===== config.mk =====
export PLATFORM = sky130hd
export DESIGN_NAME = muldiv_unit_flat
export DESIGN_NICKNAME = d
export VERILOG_FILES = /design/src/rtl/muldiv_unit_if.sv /design/src/rtl/muldiv_unit.sv /design/src/flat_wrapper.sv
export SDC_FILE = /design/constraint.sdc
export NUM_CORES = 1
export LEC_CHECK = 0
export CORE_MARGIN = 5
export CORE_UTILIZATION = 40
export DETAILED_ROUTE_END_ITERATION = 10
export PLACE_DENSITY = 0.68
export SLEW_MARGIN = 0
export SYNTH_ARGS = -nofsm -noshare
export SYNTH_HDL_FRONTEND = slang
export SYNTH_SLANG_ARGS = --single-unit

===== constraint.sdc =====
create_clock -name cp -period 6.51 [get_ports cp]
set_input_delay 1.6275 -clock cp [delete_from_list [all_inputs] [get_ports cp]]
set_output_delay 1.6275 -clock cp [all_outputs]
set_load 0.05 [all_outputs]

===== src/rtl/muldiv_unit_if.sv =====
// Request/result bundle for muldiv_unit.
//   master (execute-stage control): drives start/op/a/b, observes busy/done/hi/lo
//   slave  (muldiv_unit):           consumes start/op/a/b, drives busy/done/hi/lo
//   start  request strobe, sampled on posedge cp
//   op     0 MULT, 1 MULTU, 2 DIV, 3 DIVU, 4 MTHI, 5 MTLO, 6-7 NOP
//   a, b   rs / rt operands
//   busy   iterative operation in progress
//   done   one-cycle pulse after HI/LO commit of a MULT/MULTU/DIV/DIVU
//   hi, lo architectural HI/LO registers
interface muldiv_unit_if #(
  parameter int unsigned W = 32
) ();
  logic         start;
  logic [2:0]   op;
  logic [W-1:0] a;
  logic [W-1:0] b;
  logic         busy;
  logic         done;
  logic [W-1:0] hi;
  logic [W-1:0] lo;

  modport master (
    output start, op, a, b,
    input  busy, done, hi, lo
  );

  modport slave (
    input  start, op, a, b,
    output busy, done, hi, lo
  );
endinterface


===== src/rtl/muldiv_unit.sv =====
// Iterative MIPS multiply/divide unit with its own HI/LO registers.
// Ports:
//   cp   clock, all state changes on posedge
//   rst  synchronous active-high reset
//   bus  muldiv_unit_if slave modport (start/op/a/b in, busy/done/hi/lo out)
// MULT/MULTU/DIV/DIVU run W iteration cycles plus one sign-fix/commit cycle.
// MTHI/MTLO write HI/LO directly at the accept edge.
module muldiv_unit #(
  parameter int unsigned W = 32
) (
  input logic           cp,
  input logic           rst,
  muldiv_unit_if.slave  bus
);

  localparam int unsigned CW = $clog2(W) + 1;

  localparam logic [2:0] OpMult  = 3'd0;
  localparam logic [2:0] OpMultu = 3'd1;
  localparam logic [2:0] OpDiv   = 3'd2;
  localparam logic [2:0] OpDivu  = 3'd3;
  localparam logic [2:0] OpMthi  = 3'd4;
  localparam logic [2:0] OpMtlo  = 3'd5;

  typedef enum logic [1:0] {StIdle, StRun, StFix} state_e;

  state_e         r_state;
  logic [CW-1:0]  r_cnt;
  // Multiply: {upper partial product, remaining multiplier bits}.
  // Divide:   {partial remainder, quotient/dividend shift register}.
  logic [2*W-1:0] r_acc;
  logic [W-1:0]   r_opb;     // multiplicand or divisor magnitude
  logic           r_is_div;
  logic           r_div0;
  logic           r_neg_q;   // product or quotient must be negated
  logic           r_neg_r;   // remainder must be negated
  logic           r_busy;
  logic           r_done;
  logic [W-1:0]   r_hi;
  logic [W-1:0]   r_lo;

  // Operand magnitudes at accept.
  logic         w_signed;
  logic         w_a_neg;
  logic         w_b_neg;
  logic [W-1:0] w_a_mag;
  logic [W-1:0] w_b_mag;

  always_comb begin
    w_signed = (bus.op == OpMult) || (bus.op == OpDiv);
    w_a_neg  = w_signed && bus.a[W-1];
    w_b_neg  = w_signed && bus.b[W-1];
    w_a_mag  = w_a_neg ? -bus.a : bus.a;
    w_b_mag  = w_b_neg ? -bus.b : bus.b;
  end

  // One shift-add step; carry out of the upper half is kept in bit W.
  logic [W:0]     w_mul_sum;
  logic [2*W-1:0] w_mul_next;

  always_comb begin
    w_mul_sum  = {1'b0, r_acc[2*W-1:W]} + (r_acc[0] ? {1'b0, r_opb} : {(W+1){1'b0}});
    w_mul_next = {w_mul_sum, r_acc[W-1:1]};
  end

  // One restoring shift-subtract step. w_div_top is the remainder after the
  // left shift, so it needs one extra bit.
  logic [W:0]     w_div_top;
  logic [W:0]     w_div_diff;
  logic [2*W-1:0] w_div_next;

  always_comb begin
    w_div_top  = r_acc[2*W-1:W-1];
    w_div_diff = w_div_top - {1'b0, r_opb};
    if (!w_div_diff[W]) begin
      w_div_next = {w_div_diff[W-1:0], r_acc[W-2:0], 1'b1};
    end else begin
      w_div_next = {r_acc[2*W-2:0], 1'b0};
    end
  end

  // Sign correction applied in FIX.
  logic [2*W-1:0] w_prod;
  logic [W-1:0]   w_quo;
  logic [W-1:0]   w_rem;

  always_comb begin
    w_prod = r_neg_q ? -r_acc : r_acc;
    w_quo  = r_neg_q ? -r_acc[W-1:0] : r_acc[W-1:0];
    w_rem  = r_neg_r ? -r_acc[2*W-1:W] : r_acc[2*W-1:W];
  end

  always_ff @(posedge cp) begin
    if (rst) begin
      r_state  <= StIdle;
      r_cnt    <= '0;
      r_acc    <= '0;
      r_opb    <= '0;
      r_is_div <= 1'b0;
      r_div0   <= 1'b0;
      r_neg_q  <= 1'b0;
      r_neg_r  <= 1'b0;
      r_busy   <= 1'b0;
      r_done   <= 1'b0;
      r_hi     <= '0;
      r_lo     <= '0;
    end else begin
      r_done <= 1'b0;
      unique case (r_state)
        StIdle: begin
          if (bus.start) begin
            case (bus.op)
              OpMult, OpMultu: begin
                r_acc    <= {{W{1'b0}}, w_b_mag};
                r_opb    <= w_a_mag;
                r_is_div <= 1'b0;
                r_div0   <= 1'b0;
                r_neg_q  <= w_a_neg ^ w_b_neg;
                r_neg_r  <= 1'b0;
                r_cnt    <= '0;
                r_busy   <= 1'b1;
                r_state  <= StRun;
              end
              OpDiv, OpDivu: begin
                r_acc    <= {{W{1'b0}}, w_a_mag};
                r_opb    <= w_b_mag;
                r_is_div <= 1'b1;
                r_div0   <= (bus.b == '0);
                r_neg_q  <= w_a_neg ^ w_b_neg;
                r_neg_r  <= w_a_neg;
                r_cnt    <= '0;
                r_busy   <= 1'b1;
                r_state  <= StRun;
              end
              OpMthi:  r_hi <= bus.a;
              OpMtlo:  r_lo <= bus.a;
              default: ;
            endcase
          end
        end
        StRun: begin
          r_acc <= r_is_div ? w_div_next : w_mul_next;
          if (r_cnt == CW'(W - 1)) begin
            r_state <= StFix;
          end else begin
            r_cnt <= r_cnt + 1'b1;
          end
        end
        StFix: begin
          if (r_is_div) begin
            // With a zero divisor every trial subtract succeeds, so the
            // remainder ends as |a| and its sign fix restores the original a.
            r_lo <= r_div0 ? {W{1'b1}} : w_quo;
            r_hi <= w_rem;
          end else begin
            r_hi <= w_prod[2*W-1:W];
            r_lo <= w_prod[W-1:0];
          end
          r_busy  <= 1'b0;
          r_done  <= 1'b1;
          r_state <= StIdle;
        end
        default: r_state <= StIdle;
      endcase
    end
  end

  assign bus.busy = r_busy;
  assign bus.done = r_done;
  assign bus.hi   = r_hi;
  assign bus.lo   = r_lo;

endmodule


===== src/flat_wrapper.sv =====
// flat-port wrapper written by rule: the top's interface ports become plain ports
module muldiv_unit_flat 
#(
  parameter int unsigned W = 32
)
  (cp, rst, bus_start, bus_op, bus_a, bus_b, bus_busy, bus_done, bus_hi, bus_lo);
  muldiv_unit_if #(.W(W)) bus_i ();
  input logic cp;
  input logic rst;
  input wire logic [$bits(bus_i.start)-1:0] bus_start;
  input wire logic [$bits(bus_i.op)-1:0] bus_op;
  input wire logic [$bits(bus_i.a)-1:0] bus_a;
  input wire logic [$bits(bus_i.b)-1:0] bus_b;
  output wire logic [$bits(bus_i.busy)-1:0] bus_busy;
  output wire logic [$bits(bus_i.done)-1:0] bus_done;
  output wire logic [$bits(bus_i.hi)-1:0] bus_hi;
  output wire logic [$bits(bus_i.lo)-1:0] bus_lo;
  assign bus_i.start = bus_start;
  assign bus_i.op = bus_op;
  assign bus_i.a = bus_a;
  assign bus_i.b = bus_b;
  assign bus_busy = bus_i.busy;
  assign bus_done = bus_i.done;
  assign bus_hi = bus_i.hi;
  assign bus_lo = bus_i.lo;
  muldiv_unit #(.W(W)) u_core (.cp(cp), .rst(rst), .bus(bus_i));
endmodule

==> metrics.log <==
INFO  metric worstSetupStartpointType = register
INFO  metric synth_flop_cell = sky130_fd_sc_hd__dfxtp_1
INFO  metric route.final.wire_length = 55.49 mm
INFO  metric post_route_cells_drive_above_1_share = 3.944%
INFO  metric floorplan_core_area = between 30,000 and 40,000 um^2
INFO  metric multiInputGateArea = between 10,000 and 15,000 um^2
INFO  metric area_delta_synth_final = 14.72%
INFO  metric unrepaired_setup_endpoints_after_global_routing = false
INFO  metric gr-usage-all-layers = about a quarter
INFO  metric synthTopCellsByCount = sky130_fd_sc_hd__nand2_1 (261), sky130_fd_sc_hd__nor2_1 (221), sky130_fd_sc_hd__dfxtp_1 (174)
INFO  metric power_density = about 200 nW/um^2
INFO  metric post_syn_area = roughly 15,000 um^2
INFO  metric max_rail_drop_vdd = between 0.1 and 0.15 mV
INFO  metric grt_pass1_wl = about 86 mm
INFO  metric worst_setup_hold_path_clk_slew = 0.07 ns
INFO  metric worstPathArrival = around 5 ns
INFO  metric post-synth-top-area-cell = sky130_fd_sc_hd__dfxtp_1
INFO  metric count_of_flip_flops_with_a_built_in_enable_after_synthesis = 0
INFO  metric post-synth-top-count-cell = sky130_fd_sc_hd__nand2_1
INFO  metric crit_chain = inv_1, ha_1, fa_1, nor2b_1, o31a_1, o31a_1, o211ai_1, a21oi_1, a21oi_1, o311ai_2, buf_12, mux2_2, a211o_1, a21oi_1
INFO  metric slowest_cell_delay_on_critical_path = about 0.76 ns
INFO  metric place.port_buffers = ~140
INFO  metric remaining_drc_errors = 0
INFO  metric die_width = a little over 200 um
INFO  metric min_period_over_period = around 73%
INFO  metric critPathRequiredTime = slightly below 7 ns
INFO  metric slowest_stage = sky130_fd_sc_hd__o311ai_2
INFO  metric synth_top_area_share = 23.63%
INFO  metric final.setup_skew = ~0.016 ns
INFO  metric timing.critical_path.max_delay_family = compound AO/OA/AOI/OAI gates
INFO  metric cp_max_fo = 33
INFO  metric synthesis.instances = approximately 2,000
INFO  metric final_net_count = between 2,000 and 2,500
INFO  metric cts.root.buffer_cell = sky130_fd_sc_hd__clkbuf_16
INFO  metric critical-path-top-cell-by-count = sky130_fd_sc_hd__a21oi_1
INFO  metric path_depth = 14
INFO  metric floorplan.initialDensity = 40.36%
INFO  metric seq_area = around 3500 um^2
INFO  metric power_leakage = ~6.3 nW
INFO  metric num_vias = 15,700
INFO  metric ant_nets = 0
INFO  metric clock_path_buffers = 2
INFO  metric floorplan.rows = 70
INFO  metric grt_remaining_overflow = 0
INFO  metric worst-slew-pin-transition = approximately 1.2 ns
INFO  metric ys_seq_area_share = 23.63%
INFO  metric slew_violations = 0
INFO  metric pre_cts_slack = around 1.4 ns
INFO  metric cts_htree_levels = 4
INFO  metric setup_ws = about 1.7 ns
INFO  metric num_io_pins = 136
INFO  metric async_reset_ff_share = 0%
INFO  metric yosysUniqueCellTypes = 67
INFO  metric hold_depth = 2
INFO  metric synth_fp_nets = around 2,200
INFO  metric tritoncts.num_buffers = 17
INFO  metric drt_first_pass_iters = 7
INFO  metric die-area = around 40,000 um^2
INFO  metric timing.final.setup_violations = 0
INFO  metric worstPathBufferInverterCount = 2
INFO  metric syn_area_per_cell = 7.232 um^2
INFO  metric yosys_register_bits = between 150 and 200
INFO  metric final-hold-violation-count = 0
INFO  metric maximum_number_of_pins_on_one_net_before_global_route_repair = 86
INFO  metric viasPerCell = a little over 6
INFO  metric crit_path_end_kind = register
INFO  metric maxCapViolCount = 0
INFO  metric post-cts-setup-buffers = 0
INFO  metric drt-wirelength-per-cell = 21.77 um
INFO  metric max_slew_headroom_at_the_worst_pin = 21.82%
INFO  metric post-route-min-period = between 4 and 5 ns
INFO  metric netlist_top_cells_area = sky130_fd_sc_hd__dfxtp_1 (24%), sky130_fd_sc_hd__nand2_1 (6.6%), sky130_fd_sc_hd__ha_1 (5.9%)
INFO  metric worstSkewPairLatency = roughly 0.45 ns
INFO  metric place_congestion = between 0.9 and 1
INFO  metric outcome = complete, no violations
INFO  metric first_global_vias = about 14,000
INFO  metric postCtsHoldBufs = 0
INFO  metric die_h = around 200 um
INFO  metric finalCoreUtilization = between 40 and 50%
INFO  metric grt_antenna_before_repair = 2
INFO  metric holdCritPathClass = reg -> reg
INFO  metric clock_sinks = ~170
INFO  metric final.fill_count = 3,659
INFO  metric path_class = reg -> reg
INFO  metric timing.setup.tns = 0 ns
INFO  metric max_freq = about 210 MHz
INFO  metric dp_hpwl = 42.95 mm
INFO  metric timing.reg2reg.worst_path_depth = 14
INFO  metric tritoncts = done
INFO  metric detail_route.iter0.violations = about 2,100
INFO  metric synth_warnings = 0
INFO  metric post_cts_resized = 0
## layer usage
layer | vias up | routed length, um | track usage, %
li1 | 7400 | - | -
met1 | 7437 | 24880 | 37.87
met2 | 752 | 23240 | 38.52
met3 | 113 | 4613 | 4.155
met4 | 0 | 2763 | 11.55
met5 | - | 0 | 0
## cell families (layout without fill, tap and decap cells)
kind of cell | after synthesis | count (layout) | share of synthesized area, %
xor gates and xnor gates | 169 | 169 | 10.04
and+or+nand+nor | 742 | 742 | 22.81
DFF | 174 | 174 | 23.63
adders and majority gates | 71 | 71 | 6.129
AOI/OAI and AO/OA | 581 | 581 | 25.66
muxes | 90 | 90 | 6.146
other | 0 | 2 | 0
buffers and inverters | 211 | 252 | 5.577
## path summary, 6_finish.rpt
kind                       to             start  slack, ns
max          u_core.r_acc[33]  u_core.r_acc[31]       1.73
min          u_core.r_opb[10]  u_core.r_opb[10]       0.46
max reg2reg  u_core.r_acc[33]  u_core.r_acc[31]       1.73
min reg2reg  u_core.r_opb[10]  u_core.r_opb[10]       0.46
## registers in the layout, summed over array words and instances, names as in the netlist
name	count
u_core.r_acc	64
u_core.bus.lo	32
u_core.bus.hi	32
u_core.r_opb	32
u_core.r_neg_r	1
u_core.r_neg_q	1
u_core.r_state	2
u_core.r_is_div	1
u_core.bus.busy	1
u_core.r_div0	1
u_core.bus.done	1
u_core.r_cnt	6
## placed cells by master, fill, tap and decap left out, types with 25 or more instances in the layout
| cell type | instances |
|---|---|
| sky130_fd_sc_hd__a211oi_1 | 30 |
| sky130_fd_sc_hd__a21o_1 | 28 |
| sky130_fd_sc_hd__a21oi_1 | 166 |
| sky130_fd_sc_hd__a221oi_1 | 32 |
| sky130_fd_sc_hd__a22oi_1 | 32 |
| sky130_fd_sc_hd__a311oi_1 | 25 |
| sky130_fd_sc_hd__a31oi_1 | 28 |
| sky130_fd_sc_hd__clkdlybuf4s50_1 | 134 |
| sky130_fd_sc_hd__dfxtp_1 | 173 |
| sky130_fd_sc_hd__ha_1 | 69 |
| sky130_fd_sc_hd__inv_1 | 65 |
| sky130_fd_sc_hd__mux2i_1 | 86 |
| sky130_fd_sc_hd__nand2_1 | 260 |
| sky130_fd_sc_hd__nand3_1 | 54 |
| sky130_fd_sc_hd__nor2_1 | 217 |
| sky130_fd_sc_hd__nor3_1 | 56 |
| sky130_fd_sc_hd__o21ai_0 | 111 |
| sky130_fd_sc_hd__o31ai_1 | 28 |
| sky130_fd_sc_hd__xnor2_1 | 78 |
| sky130_fd_sc_hd__xor2_1 | 91 |
## where the power goes
part	internal, mW	switching [mW]	leakage [nW]	total [mW]
registers	1.13	0.0881	1.42	1.21
clock network	0.519	0.542	0.292	1.06
logic	0.379	0.657	4.61	1.04
## stage by stage
step | hold slack (ns) | instances | cell area (um^2) | power, mW
final | 0.4556 | 2549 | 16910 | 3.312
after CTS | 0.4579 | 2547 | 16900 | 3.289
after global routing | 0.4766 | 2549 | 16910 | 3.458
after floorplan | 0.4319 | 2038 | 14740 | 1.911
after global placement | 0.4445 | 2515 | 16310 | 2.233
after detailed placement | 0.4467 | 2515 | 16310 | 2.246
## worst register-to-register path: cells and delay by family (launching register included)
| family | cells | cell delay (ns) |
|---|---|---|
| compound gates | 8 | 2.55 |
| fa+ha+maj | 2 | 0.65 |
| flops | 1 | 0.46 |
| buf+inv | 2 | 0.46 |
| mux | 1 | 0.40 |
| simple gates | 1 | 0.17 |
## final cells by class
| class | count | area share, % |
|---|---|---|
| Inverter | 65 | 1.443 |
| Tap cell | 468 | 3.463 |
| Timing Repair Buffer | 155 | 8.939 |
| Clock buffer | 17 | 2.516 |
| Multi-Input combinational cell | 1653 | 62.00 |
| Sequential cell | 174 | 20.61 |
| Antenna cell | 2 | 0.02960 |
| Clock inverter | 15 | 0.9990 |
Power figures use the tool's default switching activity.
